--- config.mk ---
export PLATFORM = sky130hd
export DESIGN_NAME = net_strength_resolver
export DESIGN_NICKNAME = d
export VERILOG_FILES = /design/src/rtl/net_strength_resolver_pkg.sv /design/src/rtl/net_strength_resolver_combine.sv /design/src/rtl/net_strength_resolver.sv
export SDC_FILE = /design/constraint.sdc
export NUM_CORES = 1
export LEC_CHECK = 0
export CORE_UTILIZATION = 43
export CTS_CLUSTER_DIAMETER = 100
export CTS_CLUSTER_SIZE = 20
export DETAILED_ROUTE_END_ITERATION = 7
export PLACE_DENSITY = 0.71
export SYNTH_ARGS = -nofsm -noshare
export SYNTH_HDL_FRONTEND = slang
export SYNTH_SLANG_ARGS = --single-unit
--- constraint.sdc ---
create_clock -name clk -period 6.1 [get_ports clk]
set_input_delay 1.525 -clock clk [delete_from_list [all_inputs] [get_ports clk]]
set_output_delay 1.525 -clock clk [all_outputs]
set_load 0.05 [all_outputs]
--- src/rtl/net_strength_resolver_pkg.sv ---
// Shared encodings for the net strength resolver: strengths, 4-state values, FSM states.
// Also a small max helper used when merging driver strengths.
package net_strength_resolver_pkg;

  localparam logic [2:0] ST_HIGHZ  = 3'd0;
  localparam logic [2:0] ST_SMALL  = 3'd1;
  localparam logic [2:0] ST_MEDIUM = 3'd2;
  localparam logic [2:0] ST_WEAK   = 3'd3;
  localparam logic [2:0] ST_LARGE  = 3'd4;
  localparam logic [2:0] ST_PULL   = 3'd5;
  localparam logic [2:0] ST_STRONG = 3'd6;
  localparam logic [2:0] ST_SUPPLY = 3'd7;

  localparam logic [1:0] V_0 = 2'b00;
  localparam logic [1:0] V_1 = 2'b01;
  localparam logic [1:0] V_X = 2'b10;
  localparam logic [1:0] V_Z = 2'b11;

  typedef enum logic [1:0] {
    S_IDLE  = 2'd0,
    S_ACCUM = 2'd1,
    S_EMIT  = 2'd2
  } state_e;

  function automatic logic [2:0] str_max(input logic [2:0] a, input logic [2:0] b);
    return (a > b) ? a : b;
  endfunction

endpackage

--- src/rtl/net_strength_resolver_combine.sv ---
// Merges one driver record into the running (max0,max1) pair and resolves the merged pair.
// Purely combinational; the resolved value reflects the record being merged.
module net_strength_resolver_combine
  import net_strength_resolver_pkg::*;
(
  input  logic       rec_en,
  input  logic [1:0] rec_val,
  input  logic [2:0] rec_s0,
  input  logic [2:0] rec_s1,
  input  logic [2:0] max0_i,
  input  logic [2:0] max1_i,
  output logic [2:0] max0_o,
  output logic [2:0] max1_o,
  output logic [1:0] res_val,
  output logic [2:0] res_str,
  output logic       res_conflict
);

  always_comb begin
    max0_o = max0_i;
    max1_o = max1_i;
    if (rec_en) begin
      unique case (rec_val)
        V_0: max0_o = str_max(max0_i, rec_s0);
        V_1: max1_o = str_max(max1_i, rec_s1);
        V_X: begin
          max0_o = str_max(max0_i, rec_s0);
          max1_o = str_max(max1_i, rec_s1);
        end
        default: ;
      endcase
    end
  end

  always_comb begin
    res_val      = V_Z;
    res_str      = ST_HIGHZ;
    res_conflict = 1'b0;
    if (max0_o > max1_o) begin
      res_val = V_0;
      res_str = max0_o;
    end else if (max1_o > max0_o) begin
      res_val = V_1;
      res_str = max1_o;
    end else if (max0_o != ST_HIGHZ) begin
      // Equal nonzero strengths on both sides fight to x.
      res_val      = V_X;
      res_str      = max0_o;
      res_conflict = 1'b1;
    end
  end

endmodule

--- src/rtl/net_strength_resolver.sv ---
// Resolves a frame of per-driver records into one 4-state value + strength; result registered, held until accepted.
// Optional NET_STRENGTH_RESOLVER_CONFLICT_CNT_EN adds a saturating count of equal-strength x results.
module net_strength_resolver
  import net_strength_resolver_pkg::*;
#(
  parameter int NET_ID_W    = 8,
  parameter int MAX_DRIVERS = 16,
  parameter int CNT_W       = 16
) (
  input  logic                clk,
  input  logic                rst_n,
  input  logic                in_valid,
  output logic                in_ready,
  input  logic [NET_ID_W-1:0] in_net_id,
  input  logic [1:0]          in_val,
  input  logic [2:0]          in_s0,
  input  logic [2:0]          in_s1,
  input  logic                in_last,
  output logic                out_valid,
  input  logic                out_ready,
  output logic [NET_ID_W-1:0] out_net_id,
  output logic [1:0]          out_val,
  output logic [2:0]          out_str,
  output logic                out_err,
  output logic [CNT_W-1:0]    conflict_cnt
);

  localparam int REC_W = $clog2(MAX_DRIVERS + 2);
  localparam logic [REC_W-1:0] REC_MAX = REC_W'(MAX_DRIVERS);
  localparam logic [REC_W-1:0] REC_SAT = REC_W'(MAX_DRIVERS + 1);

  state_e              state_q, state_d;
  logic [2:0]          max0_q, max0_d, max1_q, max1_d;
  logic [REC_W-1:0]    cnt_q, cnt_d;
  logic [NET_ID_W-1:0] id_q, id_d;
  logic                err_q, err_d;
  logic [NET_ID_W-1:0] out_net_id_q, out_net_id_d;
  logic [1:0]          out_val_q, out_val_d;
  logic [2:0]          out_str_q, out_str_d;
  logic                out_err_q, out_err_d;

  logic       accept, first, rec_err, emit_entry;
  logic [2:0] max0_m, max1_m, res_str;
  logic [1:0] res_val;
  logic       res_conflict;

  net_strength_resolver_combine u_combine (
    .rec_en       (accept),
    .rec_val      (in_val),
    .rec_s0       (in_s0),
    .rec_s1       (in_s1),
    .max0_i       (max0_q),
    .max1_i       (max1_q),
    .max0_o       (max0_m),
    .max1_o       (max1_m),
    .res_val      (res_val),
    .res_str      (res_str),
    .res_conflict (res_conflict)
  );

  always_ff @(posedge clk or negedge rst_n) begin
    if (!rst_n) state_q <= S_IDLE;
    else        state_q <= state_d;
  end

  always_comb begin
    state_d = state_q;
    unique case (state_q)
      S_IDLE, S_ACCUM: if (accept) state_d = in_last ? S_EMIT : S_ACCUM;
      S_EMIT:          if (out_ready) state_d = S_IDLE;
      default:         state_d = S_IDLE;
    endcase
  end

  always_comb begin
    in_ready  = (state_q != S_EMIT);
    out_valid = (state_q == S_EMIT);
  end

  assign accept     = in_valid && in_ready;
  assign first      = (state_q == S_IDLE);
  assign emit_entry = accept && in_last;
  // Accumulators are zero in IDLE, so only id and count need first-record handling.
  assign rec_err    = (!first && (in_net_id != id_q)) || (cnt_q >= REC_MAX);

  always_comb begin
    max0_d       = max0_q;
    max1_d       = max1_q;
    cnt_d        = cnt_q;
    id_d         = id_q;
    err_d        = err_q;
    out_net_id_d = out_net_id_q;
    out_val_d    = out_val_q;
    out_str_d    = out_str_q;
    out_err_d    = out_err_q;
    if (accept) begin
      max0_d = max0_m;
      max1_d = max1_m;
      cnt_d  = (cnt_q == REC_SAT) ? cnt_q : cnt_q + 1'b1;
      id_d   = first ? in_net_id : id_q;
      err_d  = err_q | rec_err;
      if (in_last) begin
        out_net_id_d = first ? in_net_id : id_q;
        out_val_d    = res_val;
        out_str_d    = res_str;
        out_err_d    = err_q | rec_err;
      end
    end else if (out_valid && out_ready) begin
      max0_d = ST_HIGHZ;
      max1_d = ST_HIGHZ;
      cnt_d  = '0;
      id_d   = '0;
      err_d  = 1'b0;
    end
  end

  always_ff @(posedge clk or negedge rst_n) begin
    if (!rst_n) begin
      max0_q       <= ST_HIGHZ;
      max1_q       <= ST_HIGHZ;
      cnt_q        <= '0;
      id_q         <= '0;
      err_q        <= 1'b0;
      out_net_id_q <= '0;
      out_val_q    <= V_Z;
      out_str_q    <= ST_HIGHZ;
      out_err_q    <= 1'b0;
    end else begin
      max0_q       <= max0_d;
      max1_q       <= max1_d;
      cnt_q        <= cnt_d;
      id_q         <= id_d;
      err_q        <= err_d;
      out_net_id_q <= out_net_id_d;
      out_val_q    <= out_val_d;
      out_str_q    <= out_str_d;
      out_err_q    <= out_err_d;
    end
  end

  assign out_net_id = out_net_id_q;
  assign out_val    = out_val_q;
  assign out_str    = out_str_q;
  assign out_err    = out_err_q;

`ifdef NET_STRENGTH_RESOLVER_CONFLICT_CNT_EN
  logic [CNT_W-1:0] conflict_q, conflict_d;

  always_comb begin
    conflict_d = conflict_q;
    if (emit_entry && res_conflict && (conflict_q != {CNT_W{1'b1}}))
      conflict_d = conflict_q + 1'b1;
  end

  always_ff @(posedge clk or negedge rst_n) begin
    if (!rst_n) conflict_q <= '0;
    else        conflict_q <= conflict_d;
  end

  assign conflict_cnt = conflict_q;
`else
  logic unused_conflict;
  assign unused_conflict = emit_entry ^ res_conflict;
  assign conflict_cnt    = '0;
`endif

endmodule

==> metrics.csv <==
stage,metric,value,unit
run_status,status,"complete, no violations",
drt,DRC,0,
drt,per-cell routed wire length,12.6,um
layout,# diodes,0,
worst_setup_path,crit-path max FO,5,
sta,final worst slack,1630,ps
worst_setup_path,Critical R2R Launch,max1_q[2]$_DFFE_PN0P_,
drt,wl on met1,2210,um
clock_network,Clock Pin Slew Worst Setup and Hold Paths,70,ps
clock_network,Resize count post-CTS,0,
clock_network,Post-CTS Setup Bufs,0,
clock_network,H-tree Lvls,2,
synth,Most used DFF post-synth,dfrtp_1,
grt,vias in the first global route,1574,
sta,Slew Limit Fails,0,
worst_setup_path,CP Capture Type,flop,
sta,final setup fails,0,
worst_setup_path,Crit. Startpoint,in_s1[2],
floorplan,Initial Util,0.458,
grt,initial antenna violation count,0,
clock_network,clk sinks,36,
layout,fin util,0.549,
clock_network,CTS tree,built,
clock_network,Clock Latency Late Sink,290,ps
layout,layout cells sized above 1,0.0650,
drt,ANT nets after route,0,
placed_design,routability-driven placement congestion ratio,0.835,
drt,Detail Route met2 WL,1900,um
synth,synthesized flop and latch total,36,
power,Peak VDD IR,0.000164,V
grt,Tot GR Track Use,0.178,
sta,Setup Skew,6.72,ps
sta,RSZ-0062 raised after global routing,false,
synth,synth unique cells,43,
floorplan,I/O pins,53,
drt,drt first pass iters,4,
floorplan,Core Rows,25,
layout,Area Overhead vs Synth,20.0,%
worst_setup_path,Crit Path Category,in2reg,
synth,mapped cell area,0.00222,sq mm
floorplan,core area,0.00485,sq mm
worst_setup_path,CP required,6330,ps
drt,WL final,4320,um
sta,Final period util,0.733,
placed_design,Detailed Place HPWL,3180,um
drt,drt via density,4.98,
grt,global-route wire length before repair,7240,um
drt,routed vias,1712,
placed_design,dpl ws,1380,ps
grt,pin count of the biggest net entering global routing,37,
worst_setup_path,Worst EP arrival,4700,ps
sta,Slew HR,0.504,
power,Pwr per Cell Area,422,mW/mm^2
synth,Synth Area per Inst,9.20,sq um
synth,number of synthesized flops with an enable pin,0,
floorplan,die span in x,73.8,um
clock_network,# hold bufs at CTS,0,
clock_network,CTS Root Cell,clkbuf_8,
hold_path,Hold Crit Start,out_val[1]$_DFFE_PN1P_,
sta,Worst Tran Pin Value,742,ps
drt,met3 wire len,141,um
synth,post-synthesis sequential area ratio,0.407,
sta,fin crit period,4470,ps
synth,Post-Syn Instances,241,
clock_network,CTS Buf Count,5,
power,total power,0.00112,W
power,Leakage,1.23,nW
sta,Fmax achieved,224,MHz
synth,ys async rst share,1.00,
drt,DRT iter0 DRCs,71,
grt,grt ovf,0,
floorplan,Die ar.,0.00545,sq mm
worst_setup_path,Worst setup SP type,input pin,
sta,final hold viol count,0,
flow_run,number of max-cap violations,0,
placed_design,port bufs,36,
clock_network,CTS Buffer Depth,2,
sta,setup TNS,0,ps
layout,fin nets,310,
synth,Synthesis Warnings,0,
floorplan,Die Y,73.8,um
hold_path,Hold Crit Class,reg2reg,
drt,top sig layer,met4,
-- worst max-delay path: stages --
cell	delay, ps
clkdlybuf4s50_1	500
inv_1	50
ha_1	320
and3b_1	210
o21ai_0	290
and3_1	280
mux2i_1	320
ha_1	300
a21o_1	160
a21oi_1	340
nand2b_1	210
o221a_2	200
-- area by class of cell --
cell class | count | area [sq um]
fillers | 463 | 2190
multi-input cells | 181 | 1150
clock inverters | 2 | 15.0
clock buffers | 6 | 82.6
well taps | 67 | 83.8
repair buffers | 37 | 368
inverters | 15 | 56.3
flip-flops and latches | 36 | 903
-- where the power goes --
group / internal [W] / total (W) / switching [W] / leakage (nW)
Sequential: 0.000328 / 0.000398 / 0.0000701 / 0.446
Clock: 0.0000915 / 0.000183 / 0.0000917 / 0.0434
Combinational: 0.000209 / 0.000542 / 0.000333 / 0.745
-- metal layers --
metal	GRT usage	vias to the layer above
li1	-	868
met1	0.244	797
met2	0.272	42
met3	0.0302	5
met4	0.0833	0
met5	0	-
-- metrics by stage --
step / instance area (sq um) / hold slack (ps) / std cells
2_1_floorplan: 2270 / 456 / 256
3_3_place_gp: 2560 / 460 / 336
3_5_place_dp: 2560 / 465 / 336
4_1_cts: 2660 / 476 / 344
5_1_grt: 2660 / 501 / 344
6_report: 2660 / 475 / 344
-- cell families (layout without fill, tap and decap cells) --
logic type / after synthesis / count (layout) / share of synthesized area
AO/OA/AOI/OAI: 57 / 57 / 0.159
XOR/XNOR: 11 / 11 / 0.0434
adder cells (fa/ha/maj): 13 / 13 / 0.0733
buffers and inverters: 39 / 60 / 0.0987
flip-flops: 36 / 36 / 0.407
multiplexers: 13 / 13 / 0.0598
other: 1 / 16 / 0.00169
AND/OR/NAND/NOR: 71 / 71 / 0.157
-- cell usage after synthesis, drive strengths merged, types with 2 or more instances --
| cell | n | area (sq um) |
|---|---|---|
| dfrtp | 34 | 851 |
| nand2 | 29 | 109 |
| o21ai | 26 | 130 |
| buf | 19 | 144 |
| inv | 15 | 56.3 |
| a21oi | 14 | 73.8 |
| ha | 13 | 163 |
| mux2i | 11 | 110 |
| nor2 | 11 | 46.3 |
| xor2 | 11 | 96.3 |
| nor2b | 9 | 56.3 |
| nand3 | 6 | 30.0 |
| clkbuf | 5 | 18.8 |
| a21o | 3 | 22.5 |
| and3 | 3 | 18.8 |
| nand4 | 3 | 18.8 |
| a22o | 2 | 17.5 |
| dfstp | 2 | 52.6 |
| mux2 | 2 | 22.5 |
| nand2b | 2 | 12.5 |
| nor4 | 2 | 12.5 |
| o221ai | 2 | 17.5 |
| o31ai | 2 | 15.0 |
-- registers in the layout (all words and copies together) (netlist names) --
| signal | count |
|---|---|
| max0_q | 3 |
| out_err | 1 |
| out_val | 2 |
| state_q | 2 |
| out_net_id | 8 |
| id_q | 8 |
| max1_q | 3 |
| cnt_q | 5 |
| err_q | 1 |
| out_str | 3 |
-- cells in the final DEF, fill, tap and decap left out, types with 3 or more instances in the layout --
cell / count
mux2i_1: 11
nand4_1: 3
nand2_1: 29
a21o_1: 3
a21oi_1: 13
o21ai_0: 21
and3_1: 3
nor2b_1: 9
xor2_1: 11
nand3_1: 6
clkdlybuf4s50_1: 36
o21ai_1: 5
inv_1: 15
conb_1: 16
dfrtp_1: 34
ha_1: 13
clkbuf_8: 6
nor2_1: 9
-- path summary, 6_finish.rpt --
kind	end	slack, ps	depth (start not counted)
worst max-delay path	out_str[0]$_DFFE_PN0P_	1630	12
worst min-delay path	out_val[1]$_DFFE_PN1P_	480	2
worst max register to register	out_str[0]$_DFFE_PN0P_	3010	10
worst min register to register	out_val[1]$_DFFE_PN1P_	480	2
max in group asynchronous	out_val[1]$_DFFE_PN1P_	4110	2
min in group asynchronous	out_net_id[1]$_DFFE_PN0P_	1650	2
(Power assumes the default switching activity.)
